File: config.mk
export PLATFORM = sky130hd
export DESIGN_NAME = mem_arbiter
export DESIGN_NICKNAME = d
export VERILOG_FILES = /design/src/rtl/mem_arbiter.sv
export SDC_FILE = /design/constraint.sdc
export NUM_CORES = 1
export LEC_CHECK = 0
export ABC_AREA = 1
export CORE_AREA = 3 3 226 228
export DETAILED_ROUTE_END_ITERATION = 8
export DIE_AREA = 0 0 229 231
export PLACE_DENSITY_LB_ADDON = 0.05
export SLEW_MARGIN = 25
export SYNTH_ARGS = -nofsm -noshare
export SYNTH_HDL_FRONTEND = slang
export SYNTH_SLANG_ARGS = --single-unit
export TNS_END_PERCENT = 100
File: constraint.sdc
create_clock -name clk -period 4.5 [get_ports clk]
set_clock_uncertainty 0.1 [all_clocks]
set_input_delay 0.9 -clock clk [delete_from_list [all_inputs] [get_ports clk]]
set_output_delay 0.9 -clock clk [all_outputs]
set_load 0.05 [all_outputs]
File: src/rtl/mem_arbiter.sv
// Two-port arbiter (CPU and external loader) in front of a single-port memory.
// Round-robin with an EXT burst-lock hint and a CPU starvation override; one access per grant cycle.
module mem_arbiter #(
    parameter int unsigned AW       = 64,
    parameter int unsigned DW       = 64,
    parameter int unsigned MAX_WAIT = 8
) (
    input  logic          clk,
    input  logic          reset,
    input  logic          cpu_req,
    input  logic          cpu_we,
    input  logic [AW-1:0] cpu_addr,
    input  logic [DW-1:0] cpu_wdata,
    output logic          cpu_ack,
    output logic [DW-1:0] cpu_rdata,
    input  logic          ext_req,
    input  logic          ext_we,
    input  logic          ext_lock,
    input  logic [AW-1:0] ext_addr,
    input  logic [DW-1:0] ext_wdata,
    output logic          ext_ack,
    output logic [DW-1:0] ext_rdata,
    output logic          mem_we,
    output logic [AW-1:0] mem_addr,
    output logic [DW-1:0] mem_wdata,
    input  logic [DW-1:0] mem_rdata,
    output logic [1:0]    owner
);

    localparam logic [1:0] IDLE    = 2'b00;
    localparam logic [1:0] GNT_CPU = 2'b01;
    localparam logic [1:0] GNT_EXT = 2'b10;

    localparam int unsigned         WAIT_W     = 4;
    localparam logic [WAIT_W-1:0]   WAIT_LIMIT = WAIT_W'(MAX_WAIT);
    localparam logic [WAIT_W-1:0]   WAIT_SAT   = '1;

    logic [1:0]        state;
    logic [1:0]        state_nxt;
    logic              last_ext;
    logic              lock_flag;
    logic [WAIT_W-1:0] cpu_wait;
    logic              cpu_elig;
    logic              ext_elig;
    logic              starved;
    logic              pick_cpu;
    logic              pick_ext;

    // A port whose ack is high is in its completion cycle and must not be re-served yet.
    assign cpu_elig = cpu_req & ~cpu_ack;
    assign ext_elig = ext_req & ~ext_ack;
    assign starved  = (cpu_wait >= WAIT_LIMIT);
    assign owner    = state;

    always_ff @(posedge clk or negedge reset) begin
        if (!reset) begin
            state <= IDLE;
        end else begin
            state <= state_nxt;
        end
    end

    // Next-state and arbitration decision; grants always fall back to IDLE.
    always_comb begin
        state_nxt = IDLE;
        pick_cpu  = 1'b0;
        pick_ext  = 1'b0;
        case (state)
            IDLE: begin
                if (cpu_elig && ext_elig) begin
                    pick_cpu = starved || (last_ext && !lock_flag);
                    pick_ext = !pick_cpu;
                end else begin
                    pick_cpu = cpu_elig;
                    pick_ext = ext_elig;
                end
                if (pick_cpu) begin
                    state_nxt = GNT_CPU;
                end else if (pick_ext) begin
                    state_nxt = GNT_EXT;
                end
            end
            default: state_nxt = IDLE;
        endcase
    end

    // Memory port follows the granted requester straight from state, so reset kills the strobe at once.
    always_comb begin
        mem_we    = 1'b0;
        mem_addr  = '0;
        mem_wdata = '0;
        case (state)
            GNT_CPU: begin
                mem_we    = cpu_we;
                mem_addr  = cpu_addr;
                mem_wdata = cpu_wdata;
            end
            GNT_EXT: begin
                mem_we    = ext_we;
                mem_addr  = ext_addr;
                mem_wdata = ext_wdata;
            end
            default: begin
                mem_we    = 1'b0;
                mem_addr  = '0;
                mem_wdata = '0;
            end
        endcase
    end

    // Acks, read data capture, round-robin pointer, lock hint and CPU starvation counter.
    always_ff @(posedge clk or negedge reset) begin
        if (!reset) begin
            cpu_ack   <= 1'b0;
            ext_ack   <= 1'b0;
            cpu_rdata <= '0;
            ext_rdata <= '0;
            last_ext  <= 1'b1;
            lock_flag <= 1'b0;
            cpu_wait  <= '0;
        end else begin
            cpu_ack <= (state == GNT_CPU);
            ext_ack <= (state == GNT_EXT);
            if ((state == GNT_CPU) && !cpu_we) begin
                cpu_rdata <= mem_rdata;
            end
            if ((state == GNT_EXT) && !ext_we) begin
                ext_rdata <= mem_rdata;
            end
            if (pick_cpu) begin
                last_ext  <= 1'b0;
                lock_flag <= 1'b0;
                cpu_wait  <= '0;
            end else begin
                if (pick_ext) begin
                    last_ext  <= 1'b1;
                    lock_flag <= ext_lock;
                end
                if ((state == IDLE) && cpu_elig && (cpu_wait != WAIT_SAT)) begin
                    cpu_wait <= cpu_wait + WAIT_W'(1);
                end
            end
        end
    end

endmodule

# Yosys cells after proc, flatten, opt, wreduce, memory -nomap -nowiden
# Index checks and enable logic that the tools add are counted.
[op_classes]
add_sub_neg = 1
n_lt_le_gt_ge = 1
n_eq_ne = 3
n_mux = 18
bitwise = 4
n_reduce_logical = 14
[op_table]
columns = ["op", "n"]
rows = [
  ["$pmux 64 s2", 2],
  ["$mux 1", 10],
  ["$mux 4", 2],
  ["$logic_and 1x1->1", 6],
  ["$mux 2", 3],
  ["$add 4x1->4 const B", 1],
  ["$ge 4x4->1 const B", 1],
  ["$logic_not 1->1", 4],
  ["$ne 4x4->1 const B", 1],
  ["$reduce_bool 2->1", 2],
  ["$and 1x1->1", 2],
  ["$eq 2x1->1 const B", 1],
  ["$eq 2x2->1 const B", 1],
  ["$logic_not 2->1", 1],
  ["$not 1->1", 2],
  ["$pmux 1 s2", 1],
  ["$logic_or 1x1->1", 1],
]
[totals]
regBits = 138
in_bits = 327
out_inout_bits = 261
elab_cells = 49

# Logic depth before layout (Yosys ltp)
# Gate-level depths: netlist (run 1).
[depth]
word_depth = 9
depth_mapped = 8
ltp_nobuf = 8

# Worst setup path before layout (run 1)
# OpenSTA, ideal clock, no wires.
[synth_path]
kind = "reg2out"
from = "register state[0] (netlist: owner[0])"
to = "output port mem_addr[17]"
arrival_ns = 2.199
required_ns = 3.500
setup_slack_ns = 1.301
stages_incl_launch_ff = 7
n_path_buf = 2
cell_sequence = "dfrtp_1 -> inv_1 -> ha_1 -> inv_1 -> buf_2 -> clkbuf_1 -> a21oi_1"
[synth_between]
elab_chain_cells = 2
elab_cells_between_ends = 3
classes_between = "2 x eq/ne; 1 x mux"
[synth_lines]
columns = ["element", "line", "source"]
rows = [
  ["start, declared", "38", "logic [1:0] state;"],
  ["start signal, assigned", "59", "state <= state_nxt;"],
  ["$eq 2x2->1 or $eq 2x1->1 (tied branches)", "92", "case (state)"],
  ["$pmux 64 s2 *", "92", ""],
  ["end, declared", "24", "output logic [AW-1:0] mem_addr,"],
]
# Every way passes the cells marked *; elsewhere a longest branch is shown, timed or not.

# Final worst setup path (run 1)
[layout_path]
from = "register state[0] (netlist: owner[0])"
to = "output port mem_addr[4]"
# The elaborated chain is that of the path after synthesis.

==> results.sh, run 1 <==
export IMPL_grt_total_usage=0.173
export IMPL_clockBufferDepth=2
export IMPL_slew_viol_final=0
export IMPL_cts_tree="built"
export IMPL_cts_resized=0
export IMPL_dieArea_mm2=0.0529
export IMPL_start_kind="flop"
export IMPL_cts_root_buffer="clkbuf_16"
export IMPL_grt_max_degree=93
export IMPL_synth_top_cell_by_area="dfrtp_1"
export IMPL_row_count=81
export IMPL_arrival_ps=3120
export IMPL_layout_drive_gt1_share=0.0403
export IMPL_synth_distinct_cells=15
export IMPL_drc=0
export IMPL_ctsHtreeMaxLevel=4
export IMPL_worst_pin_slew_ps=821
export IMPL_fin_crit_sh=0.916
export IMPL_synth_most_common_cell="nand2_1"
export IMPL_cp_end_kind="output pin"
export IMPL_worstSkewPairLatency_ps=420
export IMPL_path_clk_slew_ps=60
export IMPL_period_minus_slack_ps=4120
export IMPL_dr_pass1_iters=4
export IMPL_max_clock_freq_ghz=0.243
export IMPL_ir_drop_v=0.000357
export IMPL_synth_top_cells_by_count="403 x nand2_1, 137 x dfrtp_1, 130 x a21oi_1"
export IMPL_ys_seq_area_frac=0.488
export IMPL_hold_viol=0
export IMPL_start_util=0.144
export IMPL_syn_area_per_cell_um2=7.28
export IMPL_dominantRegCellSynth="dfrtp_1"
export IMPL_syn_to_final_growth_pct=103
export IMPL_synth_seq_cells=138
export IMPL_cts_sinks=138
export IMPL_required_ps=3500
export IMPL_setup_slack_ps=380
export IMPL_grt_pass1_vias=8656
export IMPL_antenna_left=0
export IMPL_first_iter_violations=451
export IMPL_setup_viol=0
export IMPL_syn_nets=1303
export IMPL_fin_nets=1858
export IMPL_numCtsBuffers=17
export IMPL_io_pins=588
export IMPL_critPathMaxFanout=52
export IMPL_synthCells=971
export IMPL_coreArea_mm2=0.0491
export IMPL_status="finished clean"
export IMPL_synth_edff_count=0
export IMPL_totalWireLength_um=47500
export IMPL_fillCellCount=5417
export IMPL_power_per_cell_area_mw_per_mm2=788
export IMPL_num_vias=8434
export IMPL_hpwl_um=38400
export IMPL_fp_dieH_um=231
export IMPL_crit_type="reg -> out"
export IMPL_hp_class="reg -> reg"
export IMPL_antenna_found_initial=13
export IMPL_cts_setup_buffers=0
export IMPL_tns_ps=0
export IMPL_gp_congestion=0.961
export IMPL_wl_per_cell_um=21.5
export IMPL_io_buffers=587
export IMPL_grt_pass1_wl_um=66200
export IMPL_place_ws_ps=537
export IMPL_routed_via_density=3.82
export IMPL_cap_violations=0
export IMPL_cellLeakagePower_nw=5.84
export IMPL_async_flop_share=1.00
export IMPL_slew_headroom=0.453
export IMPL_yosys_top_cells_area="dfrtp_1 48%, nand2_1 21%, a21oi_1 9.2%, o21ai_0 6.8%, inv_1 4.4%"
export IMPL_rsz0062_at_grt="no"
export IMPL_synth_area_mm2=0.00707
export IMPL_yosys_warnings=0
export IMPL_die_w_um=229
export IMPL_cts_hold_buf=0
export IMPL_overflow=0
export IMPL_synth_top_cell_area_share=0.485
## cells by family (layout without fill, tap and decap cells)
family,count (synthesis),count (layout),synth area share
other,0,4,0
buffers and inverters,152,719,0.0952
and+or+nand+nor,415,415,0.222
xor gates and xnor gates,1,1,0.00124
DFF,138,138,0.489
AOI/OAI and AO/OA,260,260,0.184
adders and majority gates,5,5,0.00885
## metal layers
layer / track usage / vias up / wire, um
met5: 0 / - / 115
met4: 0.0571 / 18 / 1420
li1: - / 4184 / -
met3: 0.0769 / 53 / 4410
met1: 0.191 / 3840 / 18200
met2: 0.297 / 339 / 23300
## metrics by stage
stage                     std cells  hold WS, ps  cell area [um^2]  power [mW]  utilization
after floorplan                 971          371              7070        6.74            -
after global placement         2171          365             13700        9.83        0.278
after detailed placement       2171          372             13700        9.81        0.278
after CTS                      2202          388             14300        11.5        0.292
after global routing           2204          397             14300        11.9        0.292
final                          2206          382             14300        11.3        0.292
## path summary, 6_finish.rpt
path / startpoint / to / slack (ps) / cells past startpoint
worst max register to register: owner[0] / ext_rdata[43] / 1820 / 7
worst max-delay path: owner[0] / mem_addr[4] / 380 / 5
max in group asynchronous: reset / cpu_rdata[8] / 3010 / 2
worst min-delay path: ext_rdata[48] / ext_rdata[48] / 380 / 2
min in group asynchronous: reset / cpu_rdata[31] / 440 / 1
worst min register to register: ext_rdata[48] / ext_rdata[48] / 380 / 2
## state kept, by name, indices dropped and copies added (netlist names)
register,cells
lock_flag,1
ext_rdata,64
cpu_rdata,64
cpu_ack,1
cpu_wait,4
last_ext,1
owner,2
ext_ack,1
## report_power, final
group / switching [mW] / internal (mW) / leakage (nW) / total (mW)
clock network: 0.577 / 1.05 / 0.322 / 1.62
registers: 0.313 / 1.80 / 1.74 / 2.11
logic: 5.29 / 2.27 / 3.78 / 7.56
total: 6.18 / 5.11 / 5.84 / 11.3
## cell type report
cell class	instances	area, um^2	share of cell area
clock buffer	18	429	0.0299
clock inverter	13	240	0.0168
tap	664	831	0.0579
timing repair buffer	606	6080	0.424
multi-input combinational	681	2980	0.208
antenna	4	10.0	0.000698
sequential	138	3450	0.241
inverter	82	310	0.0216
## worst max-delay path: stages (launching register included)
cell             delay, ps
dfrtp_1                430
inv_1                  110
ha_1                   330
inv_4                  210
a21oi_1                640
clkdlybuf4s50_1        930
## cells in the final DEF, fill, tap and decap left out
cell type / netlist / final
clkdlybuf4s50_1: 0 / 580
clkbuf_1: 10 / 1
clkinv_4: 0 / 3
nand4_1: 3 / 3
clkinvlp_4: 0 / 1
buf_4: 11 / 19
o21ai_0: 96 / 96
inv_6: 0 / 3
nand3_1: 5 / 5
clkbuf_16: 0 / 17
ha_1: 5 / 3
a21oi_1: 130 / 130
nand2_4: 0 / 2
ha_4: 0 / 2
bufinv_16: 0 / 6
nor2_1: 4 / 4
buf_12: 0 / 6
buf_6: 0 / 1
dfstp_2: 1 / 1
xor2_1: 1 / 1
diode_2: 0 / 4
dfrtp_1: 137 / 137
inv_4: 0 / 1
o21ai_1: 34 / 34
inv_1: 82 / 81
nand2_1: 403 / 401
Note: power is estimated with default switching activity, not from simulation.
==> run 2, diff against run 1 <==
--- a/config.mk
+++ b/config.mk
@@ -10,6 +10,7 @@
 export DETAILED_ROUTE_END_ITERATION = 8
 export DIE_AREA = 0 0 229 231
 export PLACE_DENSITY_LB_ADDON = 0.05
+export SETUP_SLACK_MARGIN = 0.1
 export SLEW_MARGIN = 25
 export SYNTH_ARGS = -nofsm -noshare
 export SYNTH_HDL_FRONTEND = slang
==> results of run 2 <==
Same layout as run 1: the final DEF is identical, and so are final timing and power.
